<file path="config.mk">
export PLATFORM = sky130hd
export DESIGN_NAME = delay_measure_ctrl
export DESIGN_NICKNAME = d
export VERILOG_FILES = /design/src/rtl/delay_measure_ctrl.sv
export SDC_FILE = /design/constraint.sdc
export NUM_CORES = 1
export LEC_CHECK = 0
export BUFFER_PORTS_ARGS = -buffer_cell sky130_fd_sc_hd__buf_2
export CAP_MARGIN = 15
export CELL_PAD_IN_SITES_DETAIL_PLACEMENT = 1
export CELL_PAD_IN_SITES_GLOBAL_PLACEMENT = 1
export CORE_ASPECT_RATIO = 1.25
export CORE_UTILIZATION = 47
export CTS_CLUSTER_SIZE = 25
export DETAILED_ROUTE_END_ITERATION = 10
export GPL_TIMING_DRIVEN = 1
export PLACE_DENSITY_LB_ADDON = 0.1
export SYNTH_ARGS = -nofsm -noshare
export SYNTH_HDL_FRONTEND = slang
export SYNTH_SLANG_ARGS = --single-unit
</file>
<file path="constraint.sdc">
create_clock -name clk -period 11.6 [get_ports clk]
set_clock_uncertainty 0.1 [all_clocks]
set_input_delay 1.16 -clock clk [delete_from_list [all_inputs] [get_ports clk]]
set_output_delay 1.16 -clock clk [all_outputs]
set_load 0.1 [all_outputs]
</file>
<file path="src/rtl/delay_measure_ctrl.sv">
// Delay-path measurement controller: launches path toggles, timestamps the synchronized
// return against the datapath counter and keeps last/min/max/sum statistics per run.
`timescale 1ns/1ps
module delay_measure_ctrl #(
    parameter int CNT_W       = 32,
    parameter int SYNC_STAGES = 2,
    parameter int SETTLE_CYC  = 16,
    parameter int TIMEOUT_CYC = 1000000,
    parameter int SAMP_W      = 8
) (
    input  logic                    clk,
    input  logic                    rst,
    input  logic                    start,
    input  logic [SAMP_W-1:0]       num_samples,
    input  logic [CNT_W-1:0]        count_in,
    input  logic                    path_result,
    output logic                    path_in,
    output logic                    ld,
    output logic                    busy,
    output logic                    done,
    output logic                    timeout,
    output logic [CNT_W-1:0]        last_count,
    output logic [CNT_W-1:0]        min_count,
    output logic [CNT_W-1:0]        max_count,
    output logic [CNT_W+SAMP_W-1:0] sum_count,
    output logic [SAMP_W-1:0]       sample_idx
);

    localparam int SET_W  = (SETTLE_CYC > 1) ? $clog2(SETTLE_CYC) : 1;
    localparam int ELAP_W = $clog2(TIMEOUT_CYC + 1);

    typedef enum logic [2:0] {IDLE, SETTLE, LAUNCH, WAIT, RECORD, DONE} stateT;

    stateT                    state, nextState;
    logic [SYNC_STAGES-1:0]   syncReg;
    logic                     rs;
    logic                     baseline;
    logic                     pathLevel;
    logic [CNT_W-1:0]         t0, t1;
    logic [SET_W-1:0]         settleCnt;
    logic [ELAP_W-1:0]        elapsed;
    logic                     sampleValid;
    logic [SAMP_W-1:0]        targetSamples;
    logic [SAMP_W-1:0]        sampleIdxReg;
    logic [SAMP_W-1:0]        idxNext;
    logic [CNT_W-1:0]         lastReg, minReg, maxReg;
    logic [CNT_W+SAMP_W-1:0]  sumReg;
    logic                     timeoutReg;
    logic                     settleLast, arrived, timedOut;
    logic [CNT_W-1:0]         rawDelay, measDelay;

    // Only the last synchronizer stage is ever looked at; path_result is fully asynchronous.
    always_ff @(posedge clk) begin
        if (rst)
            syncReg <= '0;
        else
            syncReg <= {syncReg[SYNC_STAGES-2:0], path_result};
    end

    assign rs         = syncReg[SYNC_STAGES-1];
    assign settleLast = (settleCnt == SET_W'(SETTLE_CYC - 1));
    assign arrived    = (rs != baseline);
    assign timedOut   = (elapsed == ELAP_W'(TIMEOUT_CYC));
    assign idxNext    = sampleIdxReg + 1'b1;

    // Modular difference handles counter wrap; the synchronizer latency is removed, floored at zero.
    assign rawDelay  = t1 - t0;
    assign measDelay = (rawDelay > CNT_W'(SYNC_STAGES)) ? (rawDelay - CNT_W'(SYNC_STAGES)) : '0;

    always_ff @(posedge clk) begin
        if (rst)
            state <= IDLE;
        else
            state <= nextState;
    end

    always_comb begin
        nextState = state;
        case (state)
            IDLE:    if (start) nextState = SETTLE;
            SETTLE:  if (settleLast) nextState = LAUNCH;
            LAUNCH:  nextState = WAIT;
            WAIT:    if (arrived || timedOut) nextState = RECORD;
            RECORD:  nextState = (idxNext == targetSamples) ? DONE : SETTLE;
            DONE:    nextState = IDLE;
            default: nextState = IDLE;
        endcase
    end

    always_ff @(posedge clk) begin
        if (rst) begin
            baseline      <= 1'b0;
            pathLevel     <= 1'b0;
            t0            <= '0;
            t1            <= '0;
            settleCnt     <= '0;
            elapsed       <= '0;
            sampleValid   <= 1'b0;
            targetSamples <= '0;
            sampleIdxReg  <= '0;
            lastReg       <= '0;
            minReg        <= '1;
            maxReg        <= '0;
            sumReg        <= '0;
            timeoutReg    <= 1'b0;
        end else begin
            case (state)
                IDLE: begin
                    if (start) begin
                        targetSamples <= (num_samples == '0) ? SAMP_W'(1) : num_samples;
                        sampleIdxReg  <= '0;
                        lastReg       <= '0;
                        minReg        <= '1;
                        maxReg        <= '0;
                        sumReg        <= '0;
                        timeoutReg    <= 1'b0;
                        settleCnt     <= '0;
                    end
                end
                SETTLE: begin
                    settleCnt <= settleCnt + 1'b1;
                    if (settleLast) baseline <= rs;
                end
                LAUNCH: begin
                    pathLevel <= ~pathLevel;
                    t0        <= count_in;
                    elapsed   <= '0;
                end
                WAIT: begin
                    elapsed <= elapsed + 1'b1;
                    if (arrived) begin
                        t1          <= count_in;
                        sampleValid <= 1'b1;
                    end else if (timedOut) begin
                        sampleValid <= 1'b0;
                        timeoutReg  <= 1'b1;
                    end
                end
                RECORD: begin
                    if (sampleValid) begin
                        lastReg <= measDelay;
                        if (measDelay < minReg) minReg <= measDelay;
                        if (measDelay > maxReg) maxReg <= measDelay;
                        sumReg <= sumReg + {{SAMP_W{1'b0}}, measDelay};
                    end else begin
                        lastReg <= '1;
                    end
                    sampleIdxReg <= idxNext;
                    settleCnt    <= '0;
                end
                default: ;
            endcase
        end
    end

    assign path_in    = pathLevel;
    assign ld         = (state != IDLE);
    assign busy       = (state != IDLE);
    assign done       = (state == DONE);
    assign timeout    = timeoutReg;
    assign last_count = lastReg;
    assign min_count  = minReg;
    assign max_count  = maxReg;
    assign sum_count  = sumReg;
    assign sample_idx = sampleIdxReg;

endmodule

</file>
==> results.ini, run 1 <==
[critical_path]
cp_data_required_time_ns = 11.97
critPathKind = reg -> reg
crit_path_max_incr_delay_ns = 0.61
cp-end-kind = flop
cp-startpoint = t1[0]
startpoint_type = flop
crit_arrival_ns = 7.89
crit_slowest_cell = or4_1
crit_path_max_fanout = 55
crit_top_cell = o21a_1
r2r_start = t1[0]

[global_routing]
grt_first_pass_wirelength_um = 76900
grt_max_degree = 83
grt_pass1_vias = 14900
antenna_found_initial = 0
overflow = 0
track_usage = 0.289

[layout]
nFillCells = 3957
drive_above_1_share = 0.129
n_antenna_cell = 0
area_delta_synth_final_pct = 13.8
nNetsFinal = 2255

[clock_network]
postCtsSetupBuffers = 0
clk_pin_slew_ns = 0.06
insertion_delay_ns = 0.56
cts_tree = built
numCtsBuffers = 27
ctsHtreeMaxLevel = 1
cts_resized = 0
cts_hold_buf = 0
cts_root_buffer = clkbuf_16
clk_path_buf_depth = 3
cts.sink_count = 249

[placement]
gp_congestion = 0.892
dp_hpwl_um = 36800
port_buffers = 192

[die]
start_util = 0.478
core-area_sq_mm = 0.0318
io_pins = 193
die_height_um = 203
fp-row-count = 73
die-area_sq_mm = 0.0331
die_w_um = 163

[logic_synthesis]
netlist_instances = 1940
ys_seq_area_frac = 0.328
synth_edf_count = 0
synthTopCellsByArea = dfxtp_1 (33%), ha_1 (11%), a21oi_1 (6.6%), nand2_1 (6.4%), nor2_1 (3.9%)
syn_area_per_cell_sq_um = 7.83
synth_fp_nets = 2117
ys_ff_latch = 249
async_flop_share = 0
synth_top_area_cell = dfxtp_1
ys.flop_type = dfxtp_1
yosys_warnings = 0
synth_cell_types = 77
synthesis.area_sq_mm = 0.0152
synth_top_area_frac = 0.328

[timing]
slew_violations = 0
tightest_slew_ns = 0.949
max_slew_margin = 0.367
setup_viol = 0
hold_viol = 0
fmaxAchievable_mhz = 133
rsz0062_at_grt = no
period_share = 0.648
final.setup.tns_ns = 0
min_period_ns = 7.52

[route]
drtPass1Iterations = 5
post-route-drc-count = 0
wl_per_cell_um = 19.4
ant_nets = 0
routed_wl_um = 48600
drtIter0Drc = 612
viasPerCell = 5.85
vias = 14700

[min_path]
min_from = syncReg[0]
hp-class = reg -> reg

[job]
drv_cap = 0

[run_status]
status = complete, no violations

-- final cells by class --
type / instances / area [sq um] / area share
clock inverter: 11 / 116 / 0.00673
clock buffer: 35 / 746 / 0.0431
inverter: 155 / 582 / 0.0336
multi-input combinational: 1438 / 9270 / 0.536
sequential: 249 / 4980 / 0.288
tap: 412 / 515 / 0.0298
timing repair buffer: 207 / 1080 / 0.0625
-- stage by stage --
step / setup WS (ns) / cell area (sq um) / instances / hold slack [ns] / util
6_report: 4.08 / 17300 / 2507 / 0.349 / 0.544
5_1_grt: 3.59 / 17300 / 2507 / 0.374 / 0.544
4_1_cts: 4.09 / 17300 / 2507 / 0.357 / 0.544
3_5_place_dp: 4.17 / 16400 / 2461 / 0.348 / 0.517
3_3_place_gp: 4.30 / 16400 / 2461 / 0.328 / 0.517
2_1_floorplan: 5.26 / 15200 / 1940 / 0.314 / -
-- routing by layer --
layer / track usage / part of all wire / vias to the layer above
met5: 0 / 0 / -
met4: 0.135 / 0.045 / 0
met1: 0.331 / 0.42 / 7146
met3: 0.0290 / 0.033 / 115
met2: 0.533 / 0.51 / 287
li1: - / - / 7111
-- flip-flops by register name (all words and copies together) (netlist names) --
| signal | cells |
|---|---|
| state | 3 |
| elapsed | 20 |
| sum_count | 40 |
| timeout | 1 |
| max_count | 32 |
| last_count | 32 |
| targetSamples | 8 |
| baseline | 1 |
| min_count | 32 |
| path_in | 1 |
| settleCnt | 4 |
| t0 | 32 |
| sample_idx | 8 |
| t1 | 32 |
| syncReg | 2 |
| sampleValid | 1 |
-- layout by cell type, fill, tap and decap left out, types with 13 or more instances in the layout --
cell type,synthesis,layout
a211oi_1,44,44
nand4_1,34,34
a2bb2oi_1,32,32
xnor2_1,64,64
a21o_1,44,44
buf_2,7,191
clkbuf_16,0,27
buf_4,4,15
o21a_1,16,16
nand3_1,47,47
dfxtp_1,249,249
inv_1,154,154
ha_1,131,131
a21oi_1,200,200
xor2_1,48,48
nor2b_1,19,19
a22oi_1,30,30
a31oi_1,16,16
nor2_1,159,156
and3_1,17,17
a32oi_1,23,23
o211ai_1,13,13
o21ai_0,47,47
nor3_1,42,42
nand2_1,261,260
-- critical path, delay by kind of cell (launching register included) --
kind	cells	cell delay (ns)
compound gates	12	2.67
flops	1	0.31
xor+xnor	1	0.12
fa+ha+maj	3	0.86
simple gates	8	2.48
buf+inv	5	0.85
-- kinds of logic (layout without fill, tap and decap cells) --
kind of cell	Yosys count	after routing	share of synthesized area
and+or+nand+nor	653	653	0.197
AOI/OAI and AO/OA	539	539	0.235
buffers and inverters	253	408	0.0640
DFF	249	249	0.328
adders and majority gates	133	133	0.110
xor gates and xnor gates	112	112	0.0645
muxes	1	1	0.000741
-- synth_stat cells, types with 5 or more instances --
master / instances
nand2_1: 261
dfxtp_1: 249
a21oi_1: 200
nor2_1: 159
inv_1: 154
ha_1: 131
clkbuf_1: 83
xnor2_1: 64
xor2_1: 48
nand3_1: 47
o21ai_0: 47
a211oi_1: 44
a21o_1: 44
nor3_1: 42
nand4_1: 34
a2bb2oi_1: 32
a22oi_1: 30
a32oi_1: 23
nor2b_1: 19
and3_1: 17
a31oi_1: 16
o21a_1: 16
o211ai_1: 13
and2_1: 11
or3_1: 10
nand2b_1: 9
o2bb2ai_1: 9
buf_2: 7
nand3b_1: 7
o21bai_1: 7
nor4_1: 6
o21ai_1: 6
a21boi_0: 5
a311oi_1: 5
nor3b_1: 5
-- path summary, 6_finish.rpt --
check / end / slack, ns / cells after the start
worst max-delay path: max_count[24] / 4.08 / 29
worst min register to register: syncReg[1] / 0.35 / 1
worst max register to register: max_count[24] / 4.08 / 29
worst min-delay path: syncReg[1] / 0.35 / 1
Power of run 1 is not shown: default switching activity piles up to over one toggle a cycle in this logic, so the estimate is an artifact.
==> inputs of run 2 (changes only) <==
--- a/config.mk
+++ b/config.mk
@@ -5,12 +5,13 @@
 export SDC_FILE = /design/constraint.sdc
 export NUM_CORES = 1
 export LEC_CHECK = 0
+export ABC_AREA = 1
 export BUFFER_PORTS_ARGS = -buffer_cell sky130_fd_sc_hd__buf_2
 export CAP_MARGIN = 15
 export CELL_PAD_IN_SITES_DETAIL_PLACEMENT = 1
 export CELL_PAD_IN_SITES_GLOBAL_PLACEMENT = 1
 export CORE_ASPECT_RATIO = 1.25
-export CORE_UTILIZATION = 47
+export CORE_UTILIZATION = 42
 export CTS_CLUSTER_SIZE = 25
 export DETAILED_ROUTE_END_ITERATION = 10
 export GPL_TIMING_DRIVEN = 1
==> constraint.sdc (replaced) <==
create_clock -name clk -period 7.2 [get_ports clk]
set_clock_uncertainty 0.1 [all_clocks]
set_input_delay 0.72 -clock clk [delete_from_list [all_inputs] [get_ports clk]]
set_output_delay 0.72 -clock clk [all_outputs]
set_load 0.1 [all_outputs]
==> run 2 against run 1 <==
Compared with the run above: first-iteration DRC count is 16% higher; hold slack worse by 0.089 ns; critical path depth is 3 higher; clock-buffer cell count is 10 higher; setup slack worse by 3.3 ns; area after synthesis is 7.4% higher; register-to-register slack worse by 3.3 ns; die area is 20% higher; utilization is 5.5 points lower; final cell count is 28% higher; fmax is 17% higher; global-route usage is 0.62 points lower; critical endpoint is now max_count[17].
==> results.ini, run 2 <==
[placement]
pre_cts_slack_ns = 0.635
dp_hpwl_um = 43400
port_buffers = 192
placed_cells = 3143
gp_congestion = 0.917

[critical_path]
critPathKind = reg -> reg
crit_top_cell = nand2_1
cp-end-kind = flop
crit_arrival_ns = 6.83
cp_data_required_time_ns = 7.59
crit_path_max_fanout = 24
crit_path_max_incr_delay_ns = 0.46
cp_top_family = simple AND/OR/NAND/NOR gates
crit_slowest_cell = fa_1
startpoint_type = flop
critPathBufInv = 4

[logic_synthesis]
ys_seq_area_frac = 0.305
netlist_top_cells_count = nand2_1 (598), inv_1 (353), a21oi_1 (268)
synthTopCellsByArea = dfxtp_1 (31%), nand2_1 (14%), ha_1 (10%), a21oi_1 (8.2%), inv_1 (8.1%)
synth_xor_area_frac = 0.0230
synth_top_area_cell = dfxtp_1
synth-compound-area-share = 0.167
ys_ff_latch = 249
ys.flop_type = dfxtp_1
synthMuxAreaShare = 0
yosys_warnings = 0
synth_fp_nets = 2702
synth_top_area_frac = 0.305
netlist_instances = 2525
yosysMostFrequentCell = nand2_1
async_flop_share = 0
synth_cell_types = 51
syn_area_per_cell_sq_um = 6.47
synthAdderAreaFrac = 0.103
synthesis.area_sq_mm = 0.0163
yosys.area_share.simple = 0.297
synth_top_family_by_area = simple AND/OR/NAND/NOR gates
synth_edf_count = 0

[global_routing]
grt_max_degree = 73
grtUsageMet2 = 0.520
antenna_found_initial = 0
met1_usage = 0.329
track_usage = 0.283
overflow = 0
grt_pass1_vias = 17900
grt_first_pass_wirelength_um = 90300
grtUsageMet3 = 0.0253
grt-busiest-layer = met2

[clock_network]
clk_path_buf_depth = 3
ctsHtreeMaxLevel = 1
cts_tree = built
insertion_delay_ns = 0.58
clk_pin_slew_ns = 0.07
cts_root_buffer = clkbuf_16
cts.sink_count = 249
numCtsBuffers = 29

[timing]
fmaxAchievable_mhz = 155
hold_viol = 0
max_slew_margin = 0.445
rsz0062_at_grt = no
min_period_ns = 6.44
period_share = 0.894
layout_setup_ws_ns = 0.762
slew_violations = 0
setup_viol = 0
tightest_slew_ns = 0.833
final.setup.tns_ns = 0
whs_ns = 0.261

[layout]
area_delta_synth_final_pct = 14.4
fin_util = 0.489
mostFrequentLayoutCell = nand2_1
nFillCells = 5229
drive_above_1_share = 0.112
nNetsFinal = 2862
final_cell_mix = nand2_1 (597), inv_1 (352), a21oi_1 (268)
n_antenna_cell = 0
stdcell_count = 3199
largest_reg_flops = 40

[run_status]
status = complete, no violations

[route]
drtIter0Drc = 709
routed_wl_um = 56000
vias = 17300
post-route-drc-count = 0
wl_per_cell_um = 17.5
ant_nets = 0
drtPass1Iterations = 5
viasPerCell = 5.41

[min_path]
hp-class = in -> reg

[die]
die_height_um = 222
die-area_sq_mm = 0.0397
core-area_sq_mm = 0.0382
io_pins = 193
start_util = 0.427
die_w_um = 178
fp-row-count = 80

[job]
drv_cap = 0

[power_and_ir_drop]
p_leak_nw = 9.03
peakVddDrop_v = 0.000191
cellPowerDensity_mw_per_mm2 = 375

[run 2: cell count changes after synthesis, moves of 30 or more]
cell       delta
a211oi_1     -32
nand3_1     +127
nand2_1     +337
xnor2_1      -46
a21oi_1      +68
nor2_1       +90
a21o_1       -41
inv_1       +199
a2bb2oi_1    -32
o21ai_0     +133
a22oi_1      -30
[run 2: area by class of cell]
| class | instances | area (sq um) | share of cell area |
|---|---|---|---|
| Multi-Input combinational cell | 1832 | 9650 | 0.517 |
| Sequential cell | 249 | 4980 | 0.267 |
| Inverter | 359 | 1350 | 0.0721 |
| Timing Repair Buffer | 214 | 1130 | 0.0604 |
| Clock buffer | 45 | 856 | 0.0458 |
| Tap cell | 492 | 616 | 0.0330 |
| Clock inverter | 8 | 100 | 0.00536 |
[run 2: report_power, final]
group / switching [mW] / total (mW) / leakage [nW] / internal, mW
logic: 2.87 / 3.94 / 6.54 / 1.07
clock network: 0.619 / 1.50 / 0.467 / 0.884
registers: 0.0733 / 1.56 / 2.02 / 1.49
[run 2: path summary, 6_finish.rpt]
kind	startpoint	endpoint	slack, ns	cells after the start
worst min register to register	syncReg[0]	syncReg[1]	0.31	2
worst min-delay path	path_result	syncReg[0]	0.26	3
worst max-delay path	t1[0]	max_count[17]	0.76	32
worst max register to register	t1[0]	max_count[17]	0.76	32
[run 2: worst reg2reg max path: cells and delay by family, from the launching register on]
family	cells	cell delay [ns]
simple gates	22	3.77
fa+ha+maj	3	0.92
buf+inv	4	0.69
xor+xnor	2	0.40
flops	1	0.30
compound gates	1	0.16
[run 2: through the flow]
step / power, mW / cell area [sq um]
5_1_grt: 7.56 / 18700
3_5_place_dp: 5.50 / 17700
2_1_floorplan: 4.40 / 16300
6_report: 7.01 / 18700
4_1_cts: 7.04 / 18700
3_3_place_gp: 5.37 / 17700
[run 2: timing repair]
action	CTS	global route
gates resized for setup	0	0
buffers inserted	0	3
endpoints found under the setup margin	0	3
hold buffers	0	0
[run 2: logic make-up after synthesis]
family,count (synthesis)
simple gates,1147
compound gates,510
buf+inv,444
flops,249
fa+ha+maj,133
xor+xnor,42
[run 2: routing by layer]
metal | part of all wire | routed length, um
met5 | 0 | 0
met1 | 0.42 | 23600
met4 | 0.041 | 2280
met3 | 0.030 | 1670
met2 | 0.51 | 28400
Power figures use the tool's default switching activity.
